[config.mk]
export PLATFORM = sky130hd
export DESIGN_NAME = alu_result_buffer
export DESIGN_NICKNAME = d
export VERILOG_FILES = /design/src/rtl/alu_result_buffer.sv
export SDC_FILE = /design/constraint.sdc
export NUM_CORES = 1
export LEC_CHECK = 0
export CAP_MARGIN = 15
export CORE_MARGIN = 2
export CORE_UTILIZATION = 46
export CTS_BUF_LIST = sky130_fd_sc_hd__clkbuf_4
export DETAILED_ROUTE_END_ITERATION = 8
export PLACE_DENSITY = 0.67
export SETUP_SLACK_MARGIN = 0.2
export SLEW_MARGIN = 40
export SYNTH_ARGS = -nofsm -noshare
export SYNTH_HDL_FRONTEND = slang
export SYNTH_SLANG_ARGS = --single-unit
[constraint.sdc]
create_clock -name clk -period 15.85 [get_ports clk]
set_input_delay 1.585 -clock clk [delete_from_list [all_inputs] [get_ports clk]]
set_output_delay 1.585 -clock clk [all_outputs]
set_load 0.05 [all_outputs]
[src/rtl/alu_result_buffer.sv]
// ALU result FIFO: stores {result, flags, control} per accepted result and tracks sticky overflow/carry.
// Latency: an entry pushed at edge N is at the head from edge N (no bypass); backpressure: in_ready=0 when full.
module alu_result_buffer #(
    parameter int DEPTH = 4,
    parameter int PTR_W = 2
) (
    input  logic             clk,
    input  logic             rst,
    input  logic             in_valid,
    output logic             in_ready,
    input  logic [31:0]      in_result,
    input  logic             in_less,
    input  logic             in_equal,
    input  logic             in_zero,
    input  logic             in_over,
    input  logic             in_carry,
    input  logic [4:0]       in_control,
    output logic             out_valid,
    input  logic             out_ready,
    output logic [31:0]      out_result,
    output logic [4:0]       out_flags,
    output logic [4:0]       out_control,
    output logic [PTR_W:0]   count,
    output logic             sticky_over,
    output logic             sticky_carry,
    input  logic             clear_sticky
);

    localparam logic [PTR_W:0]   DEPTH_C = (PTR_W+1)'(DEPTH);
    localparam logic [PTR_W:0]   CNT_ONE = (PTR_W+1)'(1);
    localparam logic [PTR_W-1:0] PTR_ONE = PTR_W'(1);

    logic [31:0]      result_q  [DEPTH];
    logic [4:0]       flags_q   [DEPTH];
    logic [4:0]       control_q [DEPTH];
    logic [PTR_W-1:0] wr_ptr_q, wr_ptr_d;
    logic [PTR_W-1:0] rd_ptr_q, rd_ptr_d;
    logic [PTR_W:0]   count_q, count_d;
    logic             sticky_over_q, sticky_over_d;
    logic             sticky_carry_q, sticky_carry_d;
    logic             push, pop;
    logic [4:0]       in_flags;

    assign in_flags  = {in_carry, in_over, in_zero, in_equal, in_less};
    assign in_ready  = (count_q != DEPTH_C);
    assign out_valid = (count_q != '0);
    assign push      = in_valid && in_ready;
    assign pop       = out_valid && out_ready;

    assign out_result   = result_q[rd_ptr_q];
    assign out_flags    = flags_q[rd_ptr_q];
    assign out_control  = control_q[rd_ptr_q];
    assign count        = count_q;
    assign sticky_over  = sticky_over_q;
    assign sticky_carry = sticky_carry_q;

    always_comb begin
        wr_ptr_d = wr_ptr_q;
        rd_ptr_d = rd_ptr_q;
        count_d  = count_q;
        if (push) begin
            wr_ptr_d = wr_ptr_q + PTR_ONE;
        end
        if (pop) begin
            rd_ptr_d = rd_ptr_q + PTR_ONE;
        end
        if (push && !pop) begin
            count_d = count_q + CNT_ONE;
        end else if (pop && !push) begin
            count_d = count_q - CNT_ONE;
        end
        // A same-cycle event wins over clear so it is never lost.
        sticky_over_d  = (sticky_over_q  && !clear_sticky) || (push && in_over);
        sticky_carry_d = (sticky_carry_q && !clear_sticky) || (push && in_carry);
    end

    always_ff @(posedge clk or posedge rst) begin
        if (rst) begin
            wr_ptr_q       <= '0;
            rd_ptr_q       <= '0;
            count_q        <= '0;
            sticky_over_q  <= 1'b0;
            sticky_carry_q <= 1'b0;
            for (int i = 0; i < DEPTH; i++) begin
                result_q[i]  <= '0;
                flags_q[i]   <= '0;
                control_q[i] <= '0;
            end
        end else begin
            wr_ptr_q       <= wr_ptr_d;
            rd_ptr_q       <= rd_ptr_d;
            count_q        <= count_d;
            sticky_over_q  <= sticky_over_d;
            sticky_carry_q <= sticky_carry_d;
            if (push) begin
                result_q[wr_ptr_q]  <= in_result;
                flags_q[wr_ptr_q]   <= in_flags;
                control_q[wr_ptr_q] <= in_control;
            end
        end
    end

endmodule

==> impl_metrics.ini, run 1 <==
[run_status]
run_status = completed

[yosys]
synth_top_cell_area_share_pct = 51.8
synth_commonest_cells = dfrtp_1, mux2_4, mux4_2
synth_edf_count = 0
syn_inst = 449
synth.avg_cell_area_um2 = 19.1
seq_area_frac_synth_pct = 51.8
ys.flop_type = dfrtp_1
synth_async_sr_flop_share_pct = 100
ys_seq_elements = 177
synthesis.area_um2 = 8560
synth_warnings = 0
synth_area_leaders = dfrtp_1, mux2_4, mux4_2, buf_12, mux2_2
synth_nets = 502
synth_top_area_cell = dfrtp_1
yosysMostFrequentCell = dfrtp_1
yosysUniqueCellTypes = 21

[route]
drc_errors = 0
routed_wl_um = 16300
viasPerCell = 5.34
vias = 4179
dr.pass1.iters = 4
ant_nets = 0
drt-initial-drc-count = 232
post_drt_wl_per_cell_um = 20.9

[clock_network]
htree_num_levels = 4
cts_inserted_buffers = 17
clockBufferDepth = 2
cts_hold_buf = 0
cts.sinks = 177
cts_resized = 0
clock_latency_ns = 0.55
tritoncts = done
post_cts_buffers = 0
clk_transition_reported_paths_ns = 0.14
cts-root-buf = clkbuf_4

[timing]
rsz0062_at_grt = false
max_freq_ghz = 0.223
post-route-period-util_pct = 28.3
max_slew_margin_pct = 53.0
skew_ns = 0.0137
drv_slew = 0
setup_viol = 0
tightest_slew_ns = 0.704
fin_crit_ns = 4.49
tns_ns = 0
hold_viol_final = 0
fin_hold_ws_ns = 0.509

[die]
pin_count = 96
core_area_um2 = 18100
die_y_um = 140
dieArea_um2 = 19700
die_x_um = 140
initial_core_util_pct = 47.3
rows = 49

[global_routing]
grt_pass1_wl_um = 27000
grt_max_degree = 110
first_global_vias = 4767
gr-usage-all-layers_pct = 17.9
antenna_found_initial = 1
overflow = 0

[placement]
dp_hpwl_um = 10100
placed_cells = 750
post_dp_cell_area_um2 = 9530
numPortBuffers = 95
place_congestion = 0.707

[layout]
area_growth_pct = 15.0
nFillCells = 1413
drive_above_1_share_pct = 47.0
final_cell_count_no_fill = 783
design_area_um2 = 9840
fin_nets = 593

[min_path]
holdCritPathClass = reg -> reg

[worst_setup_path]
r2r-end = count[2]$_DFFE_PP0P_
critical_path.startpoint = rd_ptr_q[0]$_DFFE_PP0P_
r2r_cells = 8
crit_fanout = 24
rr_startpoint = count[1]$_DFFE_PP0P_
end_kind = primary output
rrSetupSlack_ns = 13.61
crit_type = reg -> out
worstSetupStartpointType = flop
crit_path_end = out_result[12]
cp.arrival_ns = 2.90
required_ns = 14.27

[flow_run]
drv_cap = 0
cell families (layout without fill, tap and decap cells):
kind of cell	after synthesis	in the layout	share of synthesized area, %
flip-flops	177	177	51.8
XOR/XNOR	6	6	0.614
buffers and inverters	36	140	5.04
AO/OA/AOI/OAI	2	2	0.205
adder cells (fa/ha/maj)	6	6	0.965
multiplexers	212	212	40.4
AND/OR/NAND/NOR	10	10	0.979
other	0	1	0
placed cells by master, fill, tap and decap left out:
| master | instances |
|---|---|
| dfrtp_1 | 175 |
| mux2_4 | 160 |
| clkdlybuf4s50_1 | 95 |
| mux4_2 | 42 |
| clkbuf_4 | 17 |
| mux2_2 | 10 |
| buf_12 | 6 |
| ha_1 | 5 |
| clkinv_4 | 5 |
| and3_4 | 4 |
| inv_1 | 4 |
| xnor2_1 | 4 |
| clkinv_2 | 4 |
| bufinv_16 | 3 |
| a22o_1 | 2 |
| xor2_1 | 2 |
| clkinv_1 | 2 |
| diode_2 | 1 |
| or3b_4 | 1 |
| and2_2 | 1 |
| or3_2 | 1 |
| nand2_1 | 1 |
| clkinv_8 | 1 |
| nor2_1 | 1 |
| nand3_1 | 1 |
| fa_1 | 1 |
| clkinvlp_4 | 1 |
| buf_6 | 1 |
| buf_4 | 1 |
| dfrtp_4 | 1 |
| dfrtp_2 | 1 |
flip-flops by register name, summed over array words and instances (netlist names):
register / count
sticky_carry: 1
flags_q: 20
control_q: 20
count: 3
wr_ptr_q: 2
sticky_over: 1
result_q: 128
rd_ptr_q: 2
worst min-delay path by stage:
stage / start / endpoint / slack, ns / cells past startpoint
5_1_grt: result_q[9]$_DFFE_PP0P_ / result_q[9]$_DFFE_PP0P_ / 0.53 / 1
3_3_place_gp: rd_ptr_q[1]$_DFFE_PP0P_ / rd_ptr_q[1]$_DFFE_PP0P_ / 0.48 / 1
2_1_floorplan: flags_q[7]$_DFFE_PP0P_ / flags_q[7]$_DFFE_PP0P_ / 0.48 / 1
4_1_cts: rd_ptr_q[1]$_DFFE_PP0P_ / rd_ptr_q[1]$_DFFE_PP0P_ / 0.51 / 1
3_5_place_dp: result_q[125]$_DFFE_PP0P_ / result_q[125]$_DFFE_PP0P_ / 0.49 / 1
6_report: rd_ptr_q[1]$_DFFE_PP0P_ / rd_ptr_q[1]$_DFFE_PP0P_ / 0.51 / 1
cell type report:
type	instances	area [µm²]	area share, %
well taps	229	287	2.91
multi-input cells	236	3700	37.6
diodes	1	2.50	0.0254
flip-flops and latches	177	4430	45.1
clock buffers	17	128	1.30
repair buffers	103	1090	11.1
inverters	5	31.3	0.318
clock inverters	15	169	1.72
metal layers:
metal  global-route usage (%)  up-vias  wire length [µm]
met1                     25.2     2252              7700
met2                     28.0       77              7850
met5                        0        -                 0
li1                         -     1836                 -
met3                     4.75       14               625
met4                     4.31        0               161
per-stage QoR:
stage                     worst slack (ns)  util, %
after floorplan                       9.46        -
after global placement               11.81     52.0
after detailed placement             11.90     52.7
after CTS                            11.23     54.3
after global routing                 11.10     54.4
final                                11.36     54.4
critical path, cell delays in order (launching register included):
cell and delay (ns):
dfrtp_4 0.78, buf_12 0.28, mux4_2 0.55, clkdlybuf4s50_1 0.72
Power of run 1 is not shown: default switching activity piles up to over one toggle a cycle in this logic, so the estimate is an artifact.
==> run 2, diff against run 1 <==
==> constraint.sdc (replaced) <==
create_clock -name clk -period 4.44 [get_ports clk]
set_input_delay 0.444 -clock clk [delete_from_list [all_inputs] [get_ports clk]]
set_output_delay 0.444 -clock clk [all_outputs]
set_load 0.05 [all_outputs]
==> run 2 against run 1 <==
Effect of this change: register-to-register slack got worse by 11 ns; non-clock buffer count increased by 4; global-route usage increased by 0.24 points; clock skew increased by 0.0062 ns; routed wire length increased by 1.2%; die area unchanged; flip-flop and latch count unchanged; setup slack got worse by 10 ns; count of clock-buffer cells in the layout increased by 1; final cell count increased by 0.51%.
==> impl_metrics.ini, run 2 (synthesis gave the netlist of run 1 again) <==
[run_status]
run_status = completed

[route]
ant_nets = 0
post_drt_wl_per_cell_um = 21.0
drt-initial-drc-count = 134
vias = 4206
drc_errors = 0
routed_wl_um = 16500
dr.pass1.iters = 4
viasPerCell = 5.34

[layout]
layout_common_cells = dfrtp_1, mux2_4, clkdlybuf4s50_1
reg_top3 = result_q x128, control_q x20, flags_q x20
final_common_cell = dfrtp_1
nFillCells = 1398
drive_above_1_share_pct = 47.6
regMostFlops = result_q
largest_register_ffs = 128
fin_nets = 597
area_growth_pct = 15.5

[timing]
skew_ns = 0.0199
max_freq_ghz = 0.299
hold_viol_final = 0
post-route-period-util_pct = 75.3
max_slew_margin_pct = 54.8
fin_crit_ns = 3.34
rsz0062_at_grt = false
tightest_slew_ns = 0.678
drv_slew = 0
tns_ns = 0
setup_viol = 0
worst_slack_ns = 1.10

[worst_setup_path]
crit_fanout = 24
cp_slowest_stage_delay_ns = 0.78
cp_cell_sequence = buf_12 -> mux4_2 -> clkdlybuf4s50_1
worstSetupStartpointType = flop
crit_type = reg -> out
end_kind = primary output
rr_startpoint = count[1]$_DFFE_PP0P_
crit_slowest_cell = dfrtp_4
critical_path.startpoint = rd_ptr_q[0]$_DFFE_PP0P_
cp.arrival_ns = 2.90
required_ns = 4.00
critPathTopFamily = buffers and inverters
path_buf_inv = 2

[placement]
numPortBuffers = 95
dp_hpwl_um = 10500
place_congestion = 0.717
dp_slack_ns = 1.63

[clock_network]
clock_latency_ns = 0.55
clockBufferDepth = 2
cts.sinks = 177
cts_resized = 0
cts_inserted_buffers = 17
tritoncts = done
post_cts_buffers = 0
htree_num_levels = 4
cts_hold_buf = 0
clk_transition_reported_paths_ns = 0.15
cts-root-buf = clkbuf_4

[min_path]
holdCritPathClass = in -> async

[global_routing]
antenna_found_initial = 1
overflow = 0
grt_max_degree = 98
grt_pass1_wl_um = 27700
gr-usage-all-layers_pct = 18.1
first_global_vias = 4826

[die]
dieArea_um2 = 19700
core_area_um2 = 18100
pin_count = 96
die_y_um = 140
rows = 49
initial_core_util_pct = 47.3
die_x_um = 140

[flow_run]
drv_cap = 0
## run 2: path summary, 6_finish.rpt
kind                                             end  slack [ns]  cells after the start
min in group clk             result_q[9]$_DFFE_PP0P_        0.52                      1
min                        result_q[108]$_DFFE_PP0P_        0.13                      2
min reg2reg                  result_q[9]$_DFFE_PP0P_        0.52                      1
max                                    out_result[9]        1.10                      3
max reg2reg                     count[2]$_DFFE_PP0P_        2.18                      8
max in group asynchronous    rd_ptr_q[0]$_DFFE_PP0P_        3.49                      3
## run 2: worst reg2reg max path: stages, from the launching register on
cell	delay (ns)
dfrtp_1	0.47
or3_2	0.53
nand2_1	0.13
ha_1	0.19
inv_1	0.06
fa_1	0.37
xor2_1	0.17
nor2_1	0.12
xor2_1	0.16
## run 2: final cells by class
| type | count | area, µm² | share of cell area, % |
|---|---|---|---|
| inverter | 5 | 22.5 | 0.228 |
| sequential | 177 | 4430 | 44.9 |
| timing repair buffer | 107 | 1170 | 11.8 |
| clock buffer | 18 | 135 | 1.37 |
| clock inverter | 14 | 140 | 1.42 |
| multi-input combinational | 236 | 3700 | 37.4 |
| antenna | 1 | 2.50 | 0.0253 |
| tap | 229 | 287 | 2.90 |
## run 2: per-stage QoR
| step | cells | instance area (µm²) | utilization (%) | hold WS, ns |
|---|---|---|---|---|
| final | 787 | 9880 | 54.7 | 0.131 |
| after global routing | 787 | 9880 | 54.7 | 0.0955 |
| after CTS | 786 | 9880 | 54.6 | 0.0876 |
| after detailed placement | 754 | 9610 | 53.1 | 0.487 |
| after global placement | 746 | 9450 | 52.2 | 0.484 |
| after floorplan | 449 | 8560 | - | 0.475 |
## run 2: layer usage
layer	GRT usage (%)	wire length, µm	vias up
met5	0	0	-
met4	3.99	119	0
met3	5.09	689	6
met2	29.2	8020	76
met1	24.7	7690	2287
li1	-	-	1837
Power of run 2 is left out for the same reason.
==> run 3, diff against run 2 <==
--- a/config.mk
+++ b/config.mk
@@ -10,7 +10,7 @@
 export CORE_UTILIZATION = 46
 export CTS_BUF_LIST = sky130_fd_sc_hd__clkbuf_4
 export DETAILED_ROUTE_END_ITERATION = 8
-export PLACE_DENSITY = 0.67
+export PLACE_DENSITY = 0.7
 export SETUP_SLACK_MARGIN = 0.2
 export SLEW_MARGIN = 40
 export SYNTH_ARGS = -nofsm -noshare
==> constraint.sdc (replaced) <==
create_clock -name clk -period 2.95 [get_ports clk]
set_input_delay 0.295 -clock clk [delete_from_list [all_inputs] [get_ports clk]]
set_output_delay 0.295 -clock clk [all_outputs]
set_load 0.05 [all_outputs]
==> run 3 against run 2 <==
Effect of this change: die area did not move; register-to-register slack worse by 1.5 ns; routed wire length is 1.9% higher; utilization fell by 0.37 points; clock skew decreased by 0.0035 ns; worst hold slack lost 0.0069 ns; first-iteration DRC count increased by 13%; critical endpoint is now out_flags[1]; final area decreased by 0.67%; final cell count is 0.13% lower.
==> impl_metrics.ini, run 3 (synthesis gave the netlist of run 1 again) <==
[clock_network]
clock_latency_ns = 0.58
post_cts_buffers = 0
clockBufferDepth = 2
htree_num_levels = 4
cts_inserted_buffers = 17
tritoncts = done
cts-root-buf = clkbuf_4
clk_transition_reported_paths_ns = 0.16
cts.sinks = 177

[worst_setup_path]
r2r_cells = 6
crit_fanout = 19
end_kind = primary output
cp.arrival_ns = 2.30
rr_startpoint = count[0]$_DFFE_PP0P_
worstSetupStartpointType = flop
r2r-end = count[1]$_DFFE_PP0P_
crit_type = reg -> out
rrSetupSlack_ns = 0.69
required_ns = 2.65

[global_routing]
first_global_vias = 4914
grt_pass1_wl_um = 27700
gr-usage-all-layers_pct = 18.2
antenna_found_initial = 1
grt_max_degree = 93
overflow = 0

[die]
die_y_um = 140
dieArea_um2 = 19700
rows = 49
core_area_um2 = 18100
pin_count = 96
initial_core_util_pct = 47.3
die_x_um = 140

[min_path]
holdCritPathClass = in -> async

[layout]
nFillCells = 1439
multi_input_area_um2 = 3700
seq_area_um2 = 4430
post-route-util_pct = 54.3
fin_nets = 596
drive_above_1_share_pct = 47.8
area_growth_pct = 14.7
regMostFlops = result_q
reg_top3 = result_q x128, control_q x20, flags_q x20
largest_register_ffs = 128
layout_common_cells = dfrtp_1, mux2_4, clkdlybuf4s50_1
final_common_cell = dfrtp_1

[route]
viasPerCell = 5.33
ant_nets = 0
vias = 4189
routed_wl_um = 16800
dr.pass1.iters = 5
drt-initial-drc-count = 151
post_drt_wl_per_cell_um = 21.4
drc_errors = 0

[run_status]
run_status = completed

[timing]
max_freq_ghz = 0.385
tightest_slew_ns = 0.642
drv_slew = 0
tns_ns = 0
rsz0062_at_grt = false
hold_viol_final = 0
skew_ns = 0.0164
setup_viol = 0
max_slew_margin_pct = 57.1
fin_crit_ns = 2.60
post-route-period-util_pct = 88.0

[placement]
dp_hpwl_um = 10500
place_congestion = 0.739
numPortBuffers = 95

[flow_run]
drv_cap = 0
## run 3: through the flow
step           instance area (µm²)  instances  hold slack (ns)  setup slack, ns
2_1_floorplan                 8560        449            0.423            0.335
3_3_place_gp                  9580        753            0.484            0.572
3_5_place_dp                  9580        753            0.488            0.564
4_1_cts                       9820        785           0.0925            0.263
5_1_grt                       9820        786            0.127            0.221
6_report                      9820        786            0.124            0.355
## run 3: worst max-delay path, stage by stage (launching register included)
cell and delay, ns:
dfrtp_4 0.46, buf_6 0.27, mux4_2 0.55, dlygate4sd2_1 0.44
## run 3: how the worst max path moves through the flow
stage,start,endpoint,slack (ns),cells after the start
after floorplan,count[2]$_DFFE_PP0P_,count[1]$_DFFE_PP0P_,0.33,7
after global placement,rd_ptr_q[0]$_DFFE_PP0P_,out_control[1],0.57,3
after detailed placement,rd_ptr_q[0]$_DFFE_PP0P_,out_flags[1],0.56,3
after CTS,rd_ptr_q[0]$_DFFE_PP0P_,out_flags[1],0.26,3
after global routing,rd_ptr_q[0]$_DFFE_PP0P_,out_flags[1],0.22,3
final,rd_ptr_q[0]$_DFFE_PP0P_,out_flags[1],0.35,3
## run 3: final cells by class
cell class | count | share of cell area [%]
Antenna cell | 1 | 0.0255
Clock buffer | 17 | 1.30
Clock inverter | 15 | 1.55
Inverter | 5 | 0.229
Multi-Input combinational cell | 236 | 37.7
Sequential cell | 177 | 45.2
Tap cell | 229 | 2.92
Timing Repair Buffer | 106 | 11.2
## run 3: timing repair
item | 4_1_cts | 5_1_grt
endpoints found under the setup margin | 40 | 0
resized for setup | 41 | 0
hold buffers | 0 | 0
endpoints found under the hold margin | 0 | 0
## run 3: layer usage
layer / up-vias / part of all wire (%) / global-route usage, %
li1: 1840 / - / -
met1: 2271 / 46 / 24.5
met2: 71 / 50 / 30.4
met3: 7 / 3.4 / 4.07
met4: 0 / 0.68 / 4.36
met5: - / 0 / 0
Power of run 3 is left out for the same reason.
